$ cat src/rtl/bus_round_robin_arbiter_pkg.sv
// Shared types and helpers for the round-robin bus arbiter.
package bus_arb_pkg;

  typedef enum logic [1:0] {
    IDLE    = 2'd0,
    GRANTED = 2'd1,
    BUSY    = 2'd2
  } arb_state_e;

  localparam int MAX_MASTERS = 16;

  // Counters are one bit wider than the limit's log2 so the limit itself is representable.
  function automatic int cnt_width(input int limit);
    return $clog2(limit) + 1;
  endfunction

endpackage

$ cat src/rtl/bus_round_robin_arbiter_if.sv
// Request/grant and shared transaction lines between the bus masters and the arbiter.
interface bus_round_robin_arbiter_if #(
  parameter int NUM_MASTERS = 4
);
  localparam int IW = $clog2(NUM_MASTERS);

  logic [NUM_MASTERS-1:0] request;
  logic [NUM_MASTERS-1:0] granted;
  logic                   begin_transactionIN;
  logic                   end_transactionIN;
  logic                   end_transactionOUT;
  logic                   bus_errorOUT;
  logic [IW-1:0]          owner;

  modport master (
    output request, begin_transactionIN, end_transactionIN,
    input  granted, end_transactionOUT, bus_errorOUT, owner
  );

  modport slave (
    input  request, begin_transactionIN, end_transactionIN,
    output granted, end_transactionOUT, bus_errorOUT, owner
  );
endinterface

$ cat src/rtl/bus_round_robin_arbiter_picker.sv
// Combinational round-robin picker: first requester after the last winner, wrapping around.
module rr_priority_picker #(
  parameter int NUM_MASTERS = 4
) (
  input  logic [NUM_MASTERS-1:0]         request_i,
  input  logic [$clog2(NUM_MASTERS)-1:0] last_i,
  output logic [$clog2(NUM_MASTERS)-1:0] winner_o,
  output logic                           valid_o
);
  localparam int IW = $clog2(NUM_MASTERS);

  logic [IW-1:0] cand;

  always_comb begin
    valid_o  = 1'b0;
    winner_o = '0;
    cand     = '0;
    // Offset 1 first so the previous winner is considered last.
    for (int k = 1; k <= NUM_MASTERS; k++) begin
      cand = IW'((int'(last_i) + k) % NUM_MASTERS);
      if (!valid_o && request_i[cand]) begin
        valid_o  = 1'b1;
        winner_o = cand;
      end
    end
  end
endmodule

$ cat src/rtl/bus_round_robin_arbiter.sv
// Round-robin system-bus arbiter holding the grant for a full transaction.
// Optional BUSY watchdog abort enabled by defining BUS_ARB_WATCHDOG_EN.
module bus_round_robin_arbiter
  import bus_arb_pkg::*;
#(
  parameter int NUM_MASTERS     = 4,
  parameter int GRANT_TIMEOUT   = 16,
  parameter int WATCHDOG_CYCLES = 1024
) (
  input  logic                     clock_i,
  input  logic                     reset_i,
  bus_round_robin_arbiter_if.slave bus
);
  localparam int IW = $clog2(NUM_MASTERS);
  localparam int TW = cnt_width(GRANT_TIMEOUT);

  if (NUM_MASTERS < 2 || NUM_MASTERS > MAX_MASTERS || GRANT_TIMEOUT < 0 ||
      WATCHDOG_CYCLES < 1) begin : g_bad_param
    $error("bus_round_robin_arbiter: parameter out of range");
  end

  arb_state_e             state_q, state_d;
  logic [NUM_MASTERS-1:0] granted_q, granted_d;
  logic [IW-1:0]          owner_q, owner_d, last_q, last_d;
  logic [TW-1:0]          tcnt_q, tcnt_d;
  logic                   abort_q, abort_d;
  logic [IW-1:0]          win_idx;
  logic                   win_valid;
  logic                   wd_hit;

  rr_priority_picker #(.NUM_MASTERS(NUM_MASTERS)) u_picker (
    .request_i (bus.request),
    .last_i    (last_q),
    .winner_o  (win_idx),
    .valid_o   (win_valid)
  );

`ifdef BUS_ARB_WATCHDOG_EN
  localparam int WW = cnt_width(WATCHDOG_CYCLES);
  logic [WW-1:0] wcnt_q, wcnt_d;

  // Held at zero outside BUSY, so it restarts on every entry to BUSY.
  always_comb begin
    wcnt_d = wcnt_q;
    if (state_q != BUSY)   wcnt_d = '0;
    else if (wcnt_q != '1) wcnt_d = wcnt_q + 1'b1;
  end

  always_ff @(posedge clock_i) begin
    if (!reset_i) wcnt_q <= '0;
    else          wcnt_q <= wcnt_d;
  end

  assign wd_hit = (state_q == BUSY) && (int'(wcnt_q) + 1 >= WATCHDOG_CYCLES);
`else
  assign wd_hit = 1'b0;
`endif

  always_comb begin
    state_d   = state_q;
    granted_d = granted_q;
    owner_d   = owner_q;
    last_d    = last_q;
    tcnt_d    = tcnt_q;
    abort_d   = 1'b0;
    case (state_q)
      IDLE: begin
        granted_d = '0;
        tcnt_d    = '0;
        if (win_valid) begin
          granted_d[win_idx] = 1'b1;
          owner_d            = win_idx;
          last_d             = win_idx;
          state_d            = GRANTED;
        end
      end
      GRANTED: begin
        if (tcnt_q != '1) tcnt_d = tcnt_q + 1'b1;
        if (bus.begin_transactionIN) begin
          if (bus.end_transactionIN) begin
            granted_d = '0;
            state_d   = IDLE;
          end else begin
            state_d   = BUSY;
          end
        end else if (!bus.request[owner_q]) begin
          granted_d = '0;
          state_d   = IDLE;
        end else if (GRANT_TIMEOUT != 0 && int'(tcnt_q) + 1 >= GRANT_TIMEOUT) begin
          // Pointer keeps the stalled master, sending it to the back of the queue.
          granted_d = '0;
          state_d   = IDLE;
        end
      end
      BUSY: begin
        if (bus.end_transactionIN) begin
          granted_d = '0;
          state_d   = IDLE;
        end else if (wd_hit) begin
          granted_d = '0;
          abort_d   = 1'b1;
          state_d   = IDLE;
        end
      end
      default: begin
        granted_d = '0;
        state_d   = IDLE;
      end
    endcase
  end

  always_ff @(posedge clock_i) begin
    if (!reset_i) begin
      state_q   <= IDLE;
      granted_q <= '0;
      owner_q   <= '0;
      last_q    <= IW'(NUM_MASTERS - 1);
      tcnt_q    <= '0;
      abort_q   <= 1'b0;
    end else begin
      state_q   <= state_d;
      granted_q <= granted_d;
      owner_q   <= owner_d;
      last_q    <= last_d;
      tcnt_q    <= tcnt_d;
      abort_q   <= abort_d;
    end
  end

  assign bus.granted            = granted_q;
  assign bus.owner              = owner_q;
  assign bus.end_transactionOUT = abort_q;
  assign bus.bus_errorOUT       = abort_q;
endmodule

$ cat src/flat_wrapper.sv
// flat-port wrapper written by rule: the top's interface ports become plain ports
module bus_round_robin_arbiter_flat import bus_arb_pkg::*;
#(
  parameter int NUM_MASTERS     = 4,
  parameter int GRANT_TIMEOUT   = 16,
  parameter int WATCHDOG_CYCLES = 1024
)
  (clock_i, reset_i, bus_request, bus_begin_transactionIN, bus_end_transactionIN, bus_granted, bus_end_transactionOUT, bus_bus_errorOUT, bus_owner);
  bus_round_robin_arbiter_if #(.NUM_MASTERS(NUM_MASTERS)) bus_i ();
  input  logic clock_i;
  input  logic reset_i;
  input wire logic [$bits(bus_i.request)-1:0] bus_request;
  input wire logic [$bits(bus_i.begin_transactionIN)-1:0] bus_begin_transactionIN;
  input wire logic [$bits(bus_i.end_transactionIN)-1:0] bus_end_transactionIN;
  output wire logic [$bits(bus_i.granted)-1:0] bus_granted;
  output wire logic [$bits(bus_i.end_transactionOUT)-1:0] bus_end_transactionOUT;
  output wire logic [$bits(bus_i.bus_errorOUT)-1:0] bus_bus_errorOUT;
  output wire logic [$bits(bus_i.owner)-1:0] bus_owner;
  assign bus_i.request = bus_request;
  assign bus_i.begin_transactionIN = bus_begin_transactionIN;
  assign bus_i.end_transactionIN = bus_end_transactionIN;
  assign bus_granted = bus_i.granted;
  assign bus_end_transactionOUT = bus_i.end_transactionOUT;
  assign bus_bus_errorOUT = bus_i.bus_errorOUT;
  assign bus_owner = bus_i.owner;
  bus_round_robin_arbiter #(.NUM_MASTERS(NUM_MASTERS), .GRANT_TIMEOUT(GRANT_TIMEOUT), .WATCHDOG_CYCLES(WATCHDOG_CYCLES)) u_core (.clock_i(clock_i), .reset_i(reset_i), .bus(bus_i));
endmodule
$ cat config.mk
export PLATFORM = sky130hd
export DESIGN_NAME = bus_round_robin_arbiter_flat
export DESIGN_NICKNAME = d
export VERILOG_FILES = /design/src/rtl/bus_round_robin_arbiter_pkg.sv /design/src/rtl/bus_round_robin_arbiter_if.sv /design/src/rtl/bus_round_robin_arbiter_picker.sv /design/src/rtl/bus_round_robin_arbiter.sv /design/src/flat_wrapper.sv
export SDC_FILE = /design/constraint.sdc
export NUM_CORES = 1
export LEC_CHECK = 0
export ABC_AREA = 1
export CORE_MARGIN = 3
export CORE_UTILIZATION = 56
export DETAILED_ROUTE_END_ITERATION = 16
export PLACE_DENSITY = 0.79
export SYNTH_ARGS = -nofsm -noshare
export SYNTH_HDL_FRONTEND = slang
export SYNTH_SLANG_ARGS = --single-unit
$ cat constraint.sdc
create_clock -name clock_i -period 4.45 [get_ports clock_i]
set_clock_uncertainty 0.2 [all_clocks]
set_input_delay 0.89 -clock clock_i [delete_from_list [all_inputs] [get_ports clock_i]]
set_output_delay 0.89 -clock clock_i [all_outputs]
set_load 0.02 [all_outputs]
; ---- Word-level counts from Yosys, hierarchy flattened
; Cells that the tools add are included.
[totals]
reg_bits = 15
inputBits = 8
[op_classes]
n_addsub = 6
n_lt_le_gt_ge = 8
eq_ne = 7
n_mux = 35
n_reduce_logical = 12
[ops]
columns = op, n
row1 = 32-bit by 6-bit greater-or-equal comparator with 1-bit output (second input constant), 1
row2 = 2-bit two-way mux, 10
row3 = 4-bit two-way mux, 5
row4 = 2-bit by 3-bit < comparator with 1-bit output (second input constant), 6
row5 = 4-bit one-hot mux with 3 select lines, 1
row6 = 1-bit binary-select mux with 2-bit select, 5
row7 = 1-bit two-way mux, 10
row8 = 5-bit one-hot mux with 2 select lines, 1
row9 = 5-bit by 1-bit adder with 6-bit output (second input constant), 1
row10 = 2-bit one-hot mux with 3 select lines, 1
row11 = 5-bit by 1-bit adder with 5-bit output (second input constant), 1
row12 = 5-bit two-way mux, 1
row13 = 5-bit inequality test (second input constant), 1
row14 = 2-bit by 1-bit adder with 2-bit output (second input constant), 2
row15 = 2-bit adder (second input constant), 2
row16 = 1-bit logical AND, 4
row17 = 2-bit inequality test (second input constant), 2
row18 = 4-bit inequality test (second input constant), 1
row19 = 2-bit AND reduction, 2
row20 = 1-bit zero test, 3
row21 = 3-bit AND reduction, 1
row22 = 1-bit demux with 2-bit select, 1
row23 = 2-bit by 1-bit equality test with 1-bit output (second input constant), 1
row24 = 2-bit equality test (second input constant), 1
row25 = other kinds (4), 4

; ---- Depth between registers and ports, before layout
; Gate-level depths: netlist (run 1).
[depth]
depth_word = 19
ltp_mapped = 15

; ---- Hierarchy
; Synthesis (run 1) repeated with hierarchy kept, for this count alone.
[hier_totals]
cells_unflattened = 181
hier_area_um2 = 1094.8
[modules_own_cells]
columns = mod, instances, cells_per_inst, area_per_inst_um2, seq_area_each_um2
row1 = bus_round_robin_arbiter, 1, 129, 823.3, 300.3
row2 = rr_priority_picker, 1, 52, 271.5, 0.0

; ---- Worst setup path after synthesis (run 1)
; No wires, ideal clock.
[synth_timing]
path_type = input to register
start = input port bus_request[3]
end = register u_core.granted_q[2] (netlist: u_core.bus.granted[2])
t_arrival_ps = 1732
required_ps = 4141
slack_ps = 2409
cell_stages = 12
path_buffers = 0
cell_sequence = nand2_1 -> nand2_1 -> nand2_1 -> inv_1 -> nor2_1 -> nand3_4 -> nand2_2 -> inv_2 -> nand3_1 -> nand3_1 -> nand2_1 -> inv_1
[synth_via]
elab_chain_cells = 18
word_cells_on_any_way = 34
classes_between = 2 x order compare / 1 x eq/ne / 24 x mux / 7 x reduce/logical
[synth_lines]
columns = element, line_no
row1 = from (decl), flat_wrapper.sv:12  ; input wire logic [$bits(bus_i.request)-1:0] bus_request;
row2 = 1-bit binary-select mux with 2-bit select, bus_round_robin_arbiter_picker.sv:21  ; if (!valid_o && request_i[cand]) begin
row3 = 1-bit two-way mux (implied by the code), bus_round_robin_arbiter_picker.sv:21
row4 = 1-bit two-way mux, bus_round_robin_arbiter_picker.sv:21
row5 = 1-bit zero test, bus_round_robin_arbiter_picker.sv:21
row6 = 1-bit logical AND, bus_round_robin_arbiter_picker.sv:21
row7 = 1-bit two-way mux, bus_round_robin_arbiter_picker.sv:21
row8 = 1-bit zero test, bus_round_robin_arbiter_picker.sv:21
row9 = 1-bit logical AND, bus_round_robin_arbiter_picker.sv:21
row10 = [... 2 more ...], --
row11 = 1-bit logical AND, bus_round_robin_arbiter_picker.sv:21
row12 = 2-bit two-way mux, bus_round_robin_arbiter_picker.sv:21
row13 = 2-bit by 3-bit < comparator with 1-bit output (implied by the code) or 2-bit by 1-bit greater-or-equal comparator with 1-bit output (tied branches), bus_round_robin_arbiter.sv:71  ; granted_d[win_idx] = 1'b1;
row14 = 1-bit logical AND (implied by the code), bus_round_robin_arbiter.sv:71
row15 = 1-bit two-way mux (implied by the code), bus_round_robin_arbiter.sv:71
row16 = 1-bit demux with 2-bit select, --
row17 = 4-bit two-way mux, bus_round_robin_arbiter.sv:70  ; if (win_valid) begin
row18 = 4-bit one-hot mux with 3 select lines, bus_round_robin_arbiter.sv:66  ; case (state_q)
row19 = to (signal assigned), bus_round_robin_arbiter.sv:122  ; granted_q <= granted_d;
row20 = to (decl), bus_round_robin_arbiter.sv:23  ; logic [NUM_MASTERS-1:0] granted_q, granted_d;
; Parallel ways exist; a longest one is shown, timed or not. The select of a mux whose other input is x is not followed.
; A chain may end at the register's enable or synchronous reset.

; ---- Final worst setup path (run 1)
[layout_timing]
start = register u_core.owner_q[0] (netlist: u_core.bus.owner[0])
end = output port bus_owner[0]
[layout_lines]
columns = element, line_no
row1 = from (decl), bus_round_robin_arbiter.sv:24  ; logic [IW-1:0] owner_q, owner_d, last_q, last_d;
row2 = from (signal assigned), bus_round_robin_arbiter.sv:123  ; owner_q <= owner_d;
row3 = to (decl), flat_wrapper.sv:18  ; output wire logic [$bits(bus_i.owner)-1:0] bus_owner;
; No word-level cell between the ends.

==> impl_results.rst, run 1 <==
.. list-table::
   :header-rows: 1

   * - Metric
     - Value
   * - Status
     - finished clean
   * - Critical-path maximum fanout
     - 6
   * - Global routing usage summed across all routing layers
     - approximately a fifth
   * - Clock sink count
     - 15
   * - Worst-case vdd ir drop
     - around 0.00044 V
   * - Placer's final routability congestion estimate
     - between 0.8 and 0.9
   * - Path class of the lowest-slack min-delay path
     - flip-flop to flip-flop
   * - Unique cell type count in the Yosys netlist
     - 21
   * - Crit-path slowest cell
     - sky130_fd_sc_hd__clkdlybuf4s50_1
   * - Count of final setup violators
     - 0
   * - Endpoint required time on the critical path
     - about 3400 ps
   * - Clock-pin slew reported for the worst setup and hold paths after clock tree synthesis
     - about 80 ps
   * - Final routed wire length divided by cell count
     - approximately 10 um
   * - Count of flip-flops with a built-in enable after synthesis
     - 0
   * - Count of state elements after synthesis
     - 15
   * - Dominant synthesized flop cell
     - sky130_fd_sc_hd__dfxtp_1
   * - Floorplan row count
     - 14
   * - Area added between synthesis and finish
     - 16.1%
   * - Global-route wire length before repair
     - 3740 um
   * - Class of the most critical setup path
     - flip-flop to output port
   * - Initial DRT Pass Iterations
     - 4
   * - Sequential share of the synthesized area
     - between 20% and 30%
   * - Arrival time at the worst endpoint
     - about 1300 ps
   * - Remaining global-route overflow
     - 0
   * - Setup total negative slack
     - 0 ps
   * - Max-slew violation count
     - 0
   * - Post-CTS sizing
     - 0
   * - Max Fclk
     - 414 MHz
   * - Via density
     - just under 5
   * - Combined area of all synthesized cells
     - roughly 0.0010 mm2
   * - Final-layout worst hold slack
     - 288 ps
   * - Critical Path, Cell by Cell
     - clkdlybuf4s50_1
   * - Top Ports
     - 16
   * - Buf+Inv Stages, Crit Path
     - 1
   * - Detailed-placement wirelength estimate
     - ~1600 um
   * - Mean Syn Cell Area
     - between 6 and 7 um2
   * - Number of CTS-inserted buffers
     - 3
   * - Cts hold-fix bufs
     - 0
   * - Vias in the first global route
     - approximately 930
   * - Number of standard cells after synthesis
     - 164
   * - Power, Total
     - around 0.77 mW
   * - TritonCTS clock tree
     - done
   * - Die Span Y
     - ~49 um
   * - Leak
     - around 0.60 nW
   * - Iteration-0 DRC count of the detailed router
     - 12
   * - Fraction of the cycle the final worst path needs
     - 54.3%
   * - Post-CTS setup buffers
     - 0
   * - Setup repair after global routing missed its margin
     - false
   * - Worst path max stage delay
     - ~640 ps
   * - Final net count
     - 190
   * - Count of vias placed by the detailed router
     - roughly 1,000
   * - Launching element type of the critical path
     - flip-flop
   * - Final min period
     - between 2000 and 2500 ps
   * - H-tree depth reported by CTS
     - 1
   * - Ratio of cells with drive above 1 in the final layout
     - between 10% and 20%
   * - Max capacitance violation total
     - 0
   * - ANT cells
     - 0
   * - Overall die area
     - around 0.0024 mm2
   * - Clock latency of the later-clocked register in the worst-skew pair
     - around 280 ps
   * - Port buffer count
     - 13
   * - Share of synthesized flip-flops with an asynchronous set or reset
     - 0%
   * - Post-DRT Antenna Nets
     - 0
   * - Initial Util
     - between 60% and 70%
   * - Chip width
     - ~49 um
   * - Kind of cell adding the most delay to the critical path
     - buffers and inverters
   * - Post-route DRC
     - 0
   * - Maximum clock insertion buffer count
     - 2
   * - Final hold viol count
     - 0
   * - Initial antenna violation count
     - 0
   * - Total number of yosys warnings
     - 0
   * - DRT Wirelength
     - just over 2000 um
   * - Power Dens Cells
     - 649 mW/mm2
   * - Largest net degree at the start of global routing
     - 11
   * - Category of the worst setup path capture point
     - output port
   * - Root buffer cell
     - sky130_fd_sc_hd__clkbuf_4
   * - Core region area
     - between 0.0015 and 0.002 mm2
synth_stat cells (3+ instances only):
master / instances / share of area [%]
sky130_fd_sc_hd__nand2_1: 51 / 19
sky130_fd_sc_hd__o21ai_0: 6 / 3.0
sky130_fd_sc_hd__nand3_1: 16 / 7.9
sky130_fd_sc_hd__inv_1: 21 / 7.7
sky130_fd_sc_hd__dfxtp_1: 15 / 30
sky130_fd_sc_hd__inv_2: 3 / 1.1
sky130_fd_sc_hd__nor2_1: 13 / 4.8
sky130_fd_sc_hd__nand2_2: 12 / 7.4
sky130_fd_sc_hd__a21oi_1: 10 / 4.9
cells in the final DEF, fill, tap and decap left out, drive strengths merged:
master	instances
nand2	63
inv	25
nand3	18
nor2	16
dfxtp	15
clkdlybuf4s50	13
a21oi	11
o21ai	6
clkbuf	4
a31oi	2
o211ai	2
ha	2
conb	2
area by class of cell:
type | instances | area [um2]
Clock buffer | 4 | 26.3
Sequential cell | 15 | 300
Multi-Input combinational cell | 122 | 596
Timing Repair Buffer | 13 | 130
Fill cell | 151 | 430
Inverter | 25 | 98.8
Tap cell | 24 | 30.0
logic make-up (layout without fill, tap and decap cells):
group,Yosys count,in the layout,synth area share (%)
and+or+nand+nor,97,97,43.9
DFF,15,15,29.5
adders and majority gates,2,2,2.46
other,1,2,0.369
AOI/OAI and AO/OA,21,21,11.4
buffers and inverters,28,42,12.3
sequential cells by signal, summed over array words and instances, names as in the netlist:
signal and flops:
u_core.bus.owner 2, u_core.tcnt_q 5, u_core.state_q 2, u_core.last_q 2, u_core.bus.granted 4
through the flow:
| step | area (um2) | setup slack [ps] | std cells | utilization (%) |
|---|---|---|---|---|
| after floorplan | 1020 | 2410 | 165 | - |
| after CTS | 1180 | 2030 | 203 | 73.3 |
| after global routing | 1180 | 1930 | 203 | 73.3 |
| after global placement | 1150 | 1800 | 199 | 71.7 |
| final | 1180 | 2030 | 203 | 73.3 |
| after detailed placement | 1150 | 1800 | 199 | 71.7 |
worst paths after layout:
check                                    startpoint                    end  slack (ps)  depth (start not counted)
worst max register to register     u_core.tcnt_q[1]  u_core.bus.granted[0]        2450                         13
worst max-delay path            u_core.bus.owner[0]           bus_owner[0]        2030                          1
worst min-delay path               u_core.tcnt_q[1]       u_core.tcnt_q[1]         290                          2
worst min register to register     u_core.tcnt_q[1]       u_core.tcnt_q[1]         290                          2
report_power, final:
group / switching, mW / total [mW] / internal [mW] / leakage [nW]
Clock: 0.0438 / 0.0787 / 0.0348 / 0.0150
Combinational: 0.296 / 0.472 / 0.176 / 0.462
Sequential: 0.0445 / 0.217 / 0.172 / 0.123
routing by layer:
metal	track usage [%]	part of all wire [%]	vias up	routed length (um)
li1	-	-	546	-
met1	23.7	50	431	1020
met2	33.7	45	23	919
met3	6.13	4.3	2	88
met4	2.37	0.59	0	12
met5	0	0	-	0
Note: power is estimated with default switching activity, not from simulation.
==> inputs of run 2 (changes only) <==
CORE_UTILIZATION = 52   (was 56)
PLACE_DENSITY = 0.74   (was 0.79)
clock period = 2.5 ns   (was 4.45 ns; I/O delays follow)
==> run 2 against run 1 <==
  * Largest cell class unchanged
  * Count of clock-buffer cells in the layout fell by 1
  * Via count rose by 0.80%
  * Routed wire length rose by 5.5%
  * Sequential power rose by 78%
  * Critical path type unchanged
  * Non-clock buffer count did not move
  * Register-to-register slack got worse by 2000 ps
  * First-iteration DRC count rose by 17%
  * Critical path depth did not move
  * Largest power group unchanged
  * Global-route usage rose by 0.77 points
  * Hold slack improved by 4.9 ps
==> impl_results.rst, run 2 (same netlist as run 1, synthesis figures left out) <==
.. list-table::
   :header-rows: 1

   * - Metric
     - Value
   * - Proportion of power drawn by the clock network
     - between 10% and 20%
   * - Class of the most critical setup path
     - flip-flop to output port
   * - Total net switching power
     - just under 0.7 mW
   * - Ratio of cells with drive above 1 in the final layout
     - 14.5%
   * - Final routed wire length divided by cell count
     - between 10 and 15 um
   * - Placer's final routability congestion estimate
     - ~0.83
   * - Clock sink count
     - 15
   * - Global-route wire length before repair
     - 3950 um
   * - Crit Reg-Reg Endpoint
     - u_core.bus.granted[2]
   * - FF+latch area
     - about 300 um2
   * - Hold path cells
     - 2
   * - Count of final setup violators
     - 0
   * - Final Core Density
     - between 60% and 70%
   * - H-tree depth reported by CTS
     - 1
   * - Cts hold-fix bufs
     - 0
   * - Category of the worst setup path capture point
     - output port
   * - Launching element type of the critical path
     - flip-flop
   * - Clock-pin slew reported for the worst setup and hold paths after clock tree synthesis
     - about 100 ps
   * - Worst-case vdd ir drop
     - approximately 0.00080 V
   * - Initial DRT Pass Iterations
     - 4
   * - Flip-flop count of the largest register, all copies and words added
     - 5
   * - WHS Endpoint
     - u_core.tcnt_q[1]
   * - Via density
     - slightly below 5
   * - Post-CTS setup buffers
     - 0
   * - Post-DRT Antenna Nets
     - 0
   * - Source of the worst register-to-register timing path
     - u_core.tcnt_q[1]
   * - Largest register by flop count
     - u_core.tcnt_q
   * - Chip width
     - 50.2 um
   * - Critical-path maximum fanout
     - 6
   * - Status
     - finished clean
   * - DRT Wirelength
     - approximately 2200 um
   * - Fraction of the cycle the final worst path needs
     - about four fifths
   * - Internal Dissipation
     - 0.679 mW
   * - Power Dens Cells
     - 1160 mW/mm2
   * - Vias in the first global route
     - 950
   * - Iteration-0 DRC count of the detailed router
     - 14
   * - ANT cells
     - 0
   * - Overall die area
     - roughly 0.0025 mm2
   * - Max-slew violation count
     - 0
   * - Post-CTS sizing
     - 0
   * - Switching part of the total power
     - about half
   * - Remaining global-route overflow
     - 0
   * - Setup repair after global routing missed its margin
     - false
   * - Clock latency of the later-clocked register in the worst-skew pair
     - ~280 ps
   * - Floorplan row count
     - 15
   * - Number of CTS-inserted buffers
     - 3
   * - Port buffer count
     - 13
   * - Count of vias placed by the detailed router
     - roughly 1,000
   * - Endpoint required time on the critical path
     - between 1500 and 2000 ps
   * - TritonCTS clock tree
     - done
   * - Sequential group share of total power
     - between 20 and 30%
   * - Area added between synthesis and finish
     - 16.4%
   * - Global routing usage summed across all routing layers
     - 20.1%
   * - Max Fclk
     - about 490 MHz
   * - Final net count
     - between 150 and 200
   * - Root buffer cell
     - sky130_fd_sc_hd__clkbuf_4
   * - Initial antenna violation count
     - 0
   * - Worst path max stage delay
     - about 630 ps
   * - Crit-path slowest cell
     - sky130_fd_sc_hd__clkdlybuf4s50_1
   * - Critical Path, Cell by Cell
     - clkdlybuf4s50_1
   * - Die Span Y
     - between 50 and 60 um
   * - Post-route DRC
     - 0
   * - Most frequent cells in the layout
     - sky130_fd_sc_hd__nand2_1 (51), sky130_fd_sc_hd__inv_1 (21), sky130_fd_sc_hd__nand3_1 (16)
   * - Fillcell total
     - ~180
   * - Arrival time at the worst endpoint
     - about 1300 ps
   * - Area of combinational cells with multiple inputs
     - just under 600 um2
   * - Comb power frac
     - just over 60%
   * - Maximum clock insertion buffer count
     - 2
   * - Detailed-placement wirelength estimate
     - around 1700 um
   * - Initial Util
     - 57.1%
   * - Max capacitance violation total
     - 0
   * - Setup total negative slack
     - 0 ps
   * - Top Ports
     - 16
   * - Final hold viol count
     - 0
   * - Reg-to-reg slack, setup
     - slightly below 500 ps
   * - Most frequent standard cell in the layout excluding fill and tap cells
     - sky130_fd_sc_hd__nand2_1
   * - Source of the worst hold timing path
     - u_core.tcnt_q[1]
   * - Path class of the lowest-slack min-delay path
     - flip-flop to flip-flop
   * - Worst Reg2Reg Path Length in Cells
     - 13
   * - Kind of cell adding the most delay to the critical path
     - buffers and inverters
   * - Largest net degree at the start of global routing
     - 11
   * - Leak
     - ~0.60 nW
   * - Buf+Inv Stages, Crit Path
     - 1
   * - Final min period
     - about 2000 ps
   * - Core region area
     - between 0.0015 and 0.002 mm2
run 2: area by class of cell:
cell class,instances,share of cell area (%)
inverter,25,8.35
timing repair buffer,13,11.0
clock inverter,1,0.423
multi-input combinational,122,50.3
tap,25,2.64
clock buffer,3,1.90
sequential,15,25.4
run 2: metal layers:
| layer | up-vias | share of wire, % | global-route usage [%] |
|---|---|---|---|
| met3 | 2 | 4.2 | 4.45 |
| met5 | - | 0 | 0 |
| met4 | 0 | 0.79 | 6.91 |
| li1 | 538 | - | - |
| met2 | 24 | 44 | 33.3 |
| met1 | 446 | 51 | 25.5 |
run 2: worst max path at each step:
stage | end | cells after the start | from
floorplan | u_core.bus.granted[0] | 13 | u_core.tcnt_q[0]
global placement | u_core.bus.granted[0] | 13 | bus_request[3]
detailed placement | u_core.bus.granted[2] | 13 | bus_request[3]
CTS | bus_owner[0] | 1 | u_core.bus.owner[0]
global route | u_core.bus.granted[2] | 13 | u_core.tcnt_q[1]
finish | bus_owner[0] | 1 | u_core.bus.owner[0]
run 2: per-stage QoR:
stage	cells	setup WS (ps)	hold slack [ps]	area, um2	total power, mW
2_1_floorplan	165	737	257	1020	1.04
3_3_place_gp	200	239	275	1160	1.21
3_5_place_dp	200	204	277	1160	1.24
4_1_cts	204	446	292	1180	1.38
5_1_grt	204	243	335	1180	1.51
6_report	204	459	293	1180	1.37
run 2: power groups by stage:
| stage | clock (mW) | sequential [mW] | combinational [mW] |
|---|---|---|---|
| finish | 0.139 | 0.386 | 0.845 |
| detailed placement | 0 | 0.391 | 0.845 |
| global route | 0.155 | 0.401 | 0.954 |
| CTS | 0.143 | 0.386 | 0.850 |
| global placement | 0 | 0.388 | 0.826 |
| floorplan | 0 | 0.406 | 0.638 |
==> inputs of run 3 (changes only) <==
clock period = 1.9 ns   (was 2.5 ns; I/O delays follow)
==> run 3 against run 2 <==
  * The flow now finishes with violations (negative setup slack)
  * Critical path depth grew 12
  * Cell area grew 11%
  * Combinational power increased by 43%
  * Utilization rose by 7.2 points
  * Critical path type is now flip-flop to flip-flop
  * Largest cell class unchanged
==> impl_results.rst, run 3 (same netlist as run 1, synthesis figures left out) <==
.. list-table::
   :header-rows: 1

   * - Metric
     - Value
   * - Final standard cell count with taps included and fillers excluded
     - 209
   * - Critical Path, Cell by Cell
     - ha_4, nand2_4, nor2_4, ha_4, nor2_4, nand2_1, a31oi_1, nand2_1, inv_2, nand2_1, nand3_1, nand2_1, inv_1
   * - Chip width
     - ~50 um
   * - Global-route wire length before repair
     - 3830 um
   * - Largest net degree at the start of global routing
     - 11
   * - Detailed-placement wirelength estimate
     - roughly 1700 um
   * - Arrival time at the worst endpoint
     - roughly 2000 ps
   * - Class of the most critical setup path
     - flip-flop to flip-flop
   * - Count of final setup violators
     - 4
   * - Max Fclk
     - 521 MHz
   * - Fraction of the cycle the final worst path needs
     - 101%
   * - Most frequent cell on the critical path
     - sky130_fd_sc_hd__nand2_1
   * - Port buffer count
     - 13
   * - Worst-case vdd ir drop
     - approximately 0.00096 V
   * - Final Cell Area
     - around 0.0013 mm2
   * - Floorplan row count
     - 15
   * - Met2 Resource Use GR
     - between 30% and 40%
   * - Clock latency of the later-clocked register in the worst-skew pair
     - about 300 ps
   * - Initial Util
     - roughly 57%
   * - Global routing usage summed across all routing layers
     - 19.8%
   * - Leak
     - 0.720 nW
   * - Via density
     - about 5.2
   * - Final min period
     - 1920 ps
   * - Top Ports
     - 16
   * - Largest register by flop count
     - u_core.tcnt_q
   * - Busiest grt layer
     - met2
   * - Final hold viol count
     - 0
   * - Root buffer cell
     - sky130_fd_sc_hd__clkbuf_4
   * - Met1 track utilization from global routing
     - between 20% and 30%
   * - Core region area
     - 0.00178 mm2
   * - Post-DRT Antenna Nets
     - 0
   * - Clock sink count
     - 15
   * - Placer's final routability congestion estimate
     - 0.784
   * - Initial antenna violation count
     - 0
   * - Max-slew violation count
     - 0
   * - Status
     - finished with violations
   * - Maximum clock insertion buffer count
     - 2
   * - Count of vias placed by the detailed router
     - 1,085
   * - Max capacitance violation total
     - 0
   * - Remaining global-route overflow
     - 0
   * - H-tree depth reported by CTS
     - 1
   * - Path class of the lowest-slack min-delay path
     - flip-flop to flip-flop
   * - Power, Total
     - ~1.9 mW
   * - Most frequent standard cell in the layout excluding fill and tap cells
     - sky130_fd_sc_hd__nand2_1
   * - Endpoint required time on the critical path
     - about 1900 ps
   * - Post-route DRC
     - 0
   * - Violations in the final reports
     - negative setup slack
   * - # placed instances
     - 204
   * - Final net count
     - roughly 200
   * - Most frequent cells in the layout
     - sky130_fd_sc_hd__nand2_1 (47), sky130_fd_sc_hd__inv_1 (19), sky130_fd_sc_hd__nand2_2 (15)
   * - Setup repair after global routing missed its margin
     - true
   * - Critical-path maximum fanout
     - 4
   * - Post-Place Cell Area
     - around 0.0012 mm2
   * - Clock-pin slew reported for the worst setup and hold paths after clock tree synthesis
     - 110 ps
   * - Ratio of cells with drive above 1 in the final layout
     - around a quarter
   * - Met3 capacity usage during global routing
     - under 10%
   * - Minimum setup slack in the final design
     - -20.7 ps
   * - Launching element type of the critical path
     - flip-flop
   * - DRT Wirelength
     - between 2000 and 2500 um
   * - Area added between synthesis and finish
     - 29.0%
   * - Vias in the first global route
     - 950
   * - Category of the worst setup path capture point
     - flip-flop
   * - Reg-to-reg slack, setup
     - -20 ps
   * - Overall die area
     - roughly 0.0025 mm2
   * - TritonCTS clock tree
     - done
   * - Final routed wire length divided by cell count
     - 11.8 um
   * - Power Dens Cells
     - roughly 1500 mW/mm2
   * - Flip-flop count of the largest register, all copies and words added
     - 5
   * - Number of CTS-inserted buffers
     - 3
   * - Die Span Y
     - between 50 and 60 um
   * - Crit-path slowest cell
     - sky130_fd_sc_hd__dfxtp_2
   * - Initial DRT Pass Iterations
     - 4
   * - Iteration-0 DRC count of the detailed router
     - 30
   * - ANT cells
     - 0
   * - Worst path max stage delay
     - 370 ps
==> run 3: worst paths after layout <==
path | startpoint | endpoint | depth (start not counted)
hold reg to reg | u_core.tcnt_q[0] | u_core.tcnt_q[0] | 2
hold / removal | u_core.tcnt_q[0] | u_core.tcnt_q[0] | 2
setup / recovery | u_core.tcnt_q[1] | u_core.bus.granted[2] | 13
setup reg to reg | u_core.tcnt_q[1] | u_core.bus.granted[2] | 13
==> run 3: timing repair <==
item,CTS,global route
setup buffers,0,1
pin swaps,2,13
endpoints found under the setup margin,5,10
gates resized for setup,6,23
hold buffers,0,0
hold endpoints to repair,0,0
==> run 3: critical path, delay by kind of cell (launching register included) <==
kind,cells,cell delay (ps)
adders and majority gates,2,370
buffers and inverters,2,150
AOI/OAI and AO/OA,1,160
DFF,1,370
and+or+nand+nor,8,610
==> run 3: stage by stage <==
| step | TNS, ps | hold WS [ps] | worst slack [ps] | utilization [%] |
|---|---|---|---|---|
| 6_report | -38.8 | 324 | -20.7 | 73.6 |
| 5_1_grt | -685 | 346 | -172 | 73.6 |
| 4_1_cts | -1.17 | 297 | -1.17 | 68.4 |
| 3_5_place_dp | -1770 | 285 | -231 | 66.5 |
| 3_3_place_gp | -1520 | 272 | -221 | 66.5 |
| 2_1_floorplan | 0 | 257 | 137 | - |
==> run 3: metal layers <==
layer	part of all wire (%)	vias up
met4	1.2	0
met1	45	490
met3	5.8	5
met2	48	38
met5	0	-
li1	-	552
==> run 3: final cells by class <==
class                      count  area [um2]
clock buffer                   3        22.5
clock inverter                 1        5.00
fill                         158         470
inverter                      25        98.8
multi-input combinational    122         668
sequential                    15         308
tap                           25        31.3
timing repair buffer          18         179
==> run 3: where the power goes <==
group | total (mW) | switching, mW | leakage (nW) | internal, mW
Combinational | 1.21 | 0.757 | 0.578 | 0.450
Clock | 0.196 | 0.118 | 0.0177 | 0.0785
Sequential | 0.521 | 0.109 | 0.124 | 0.413
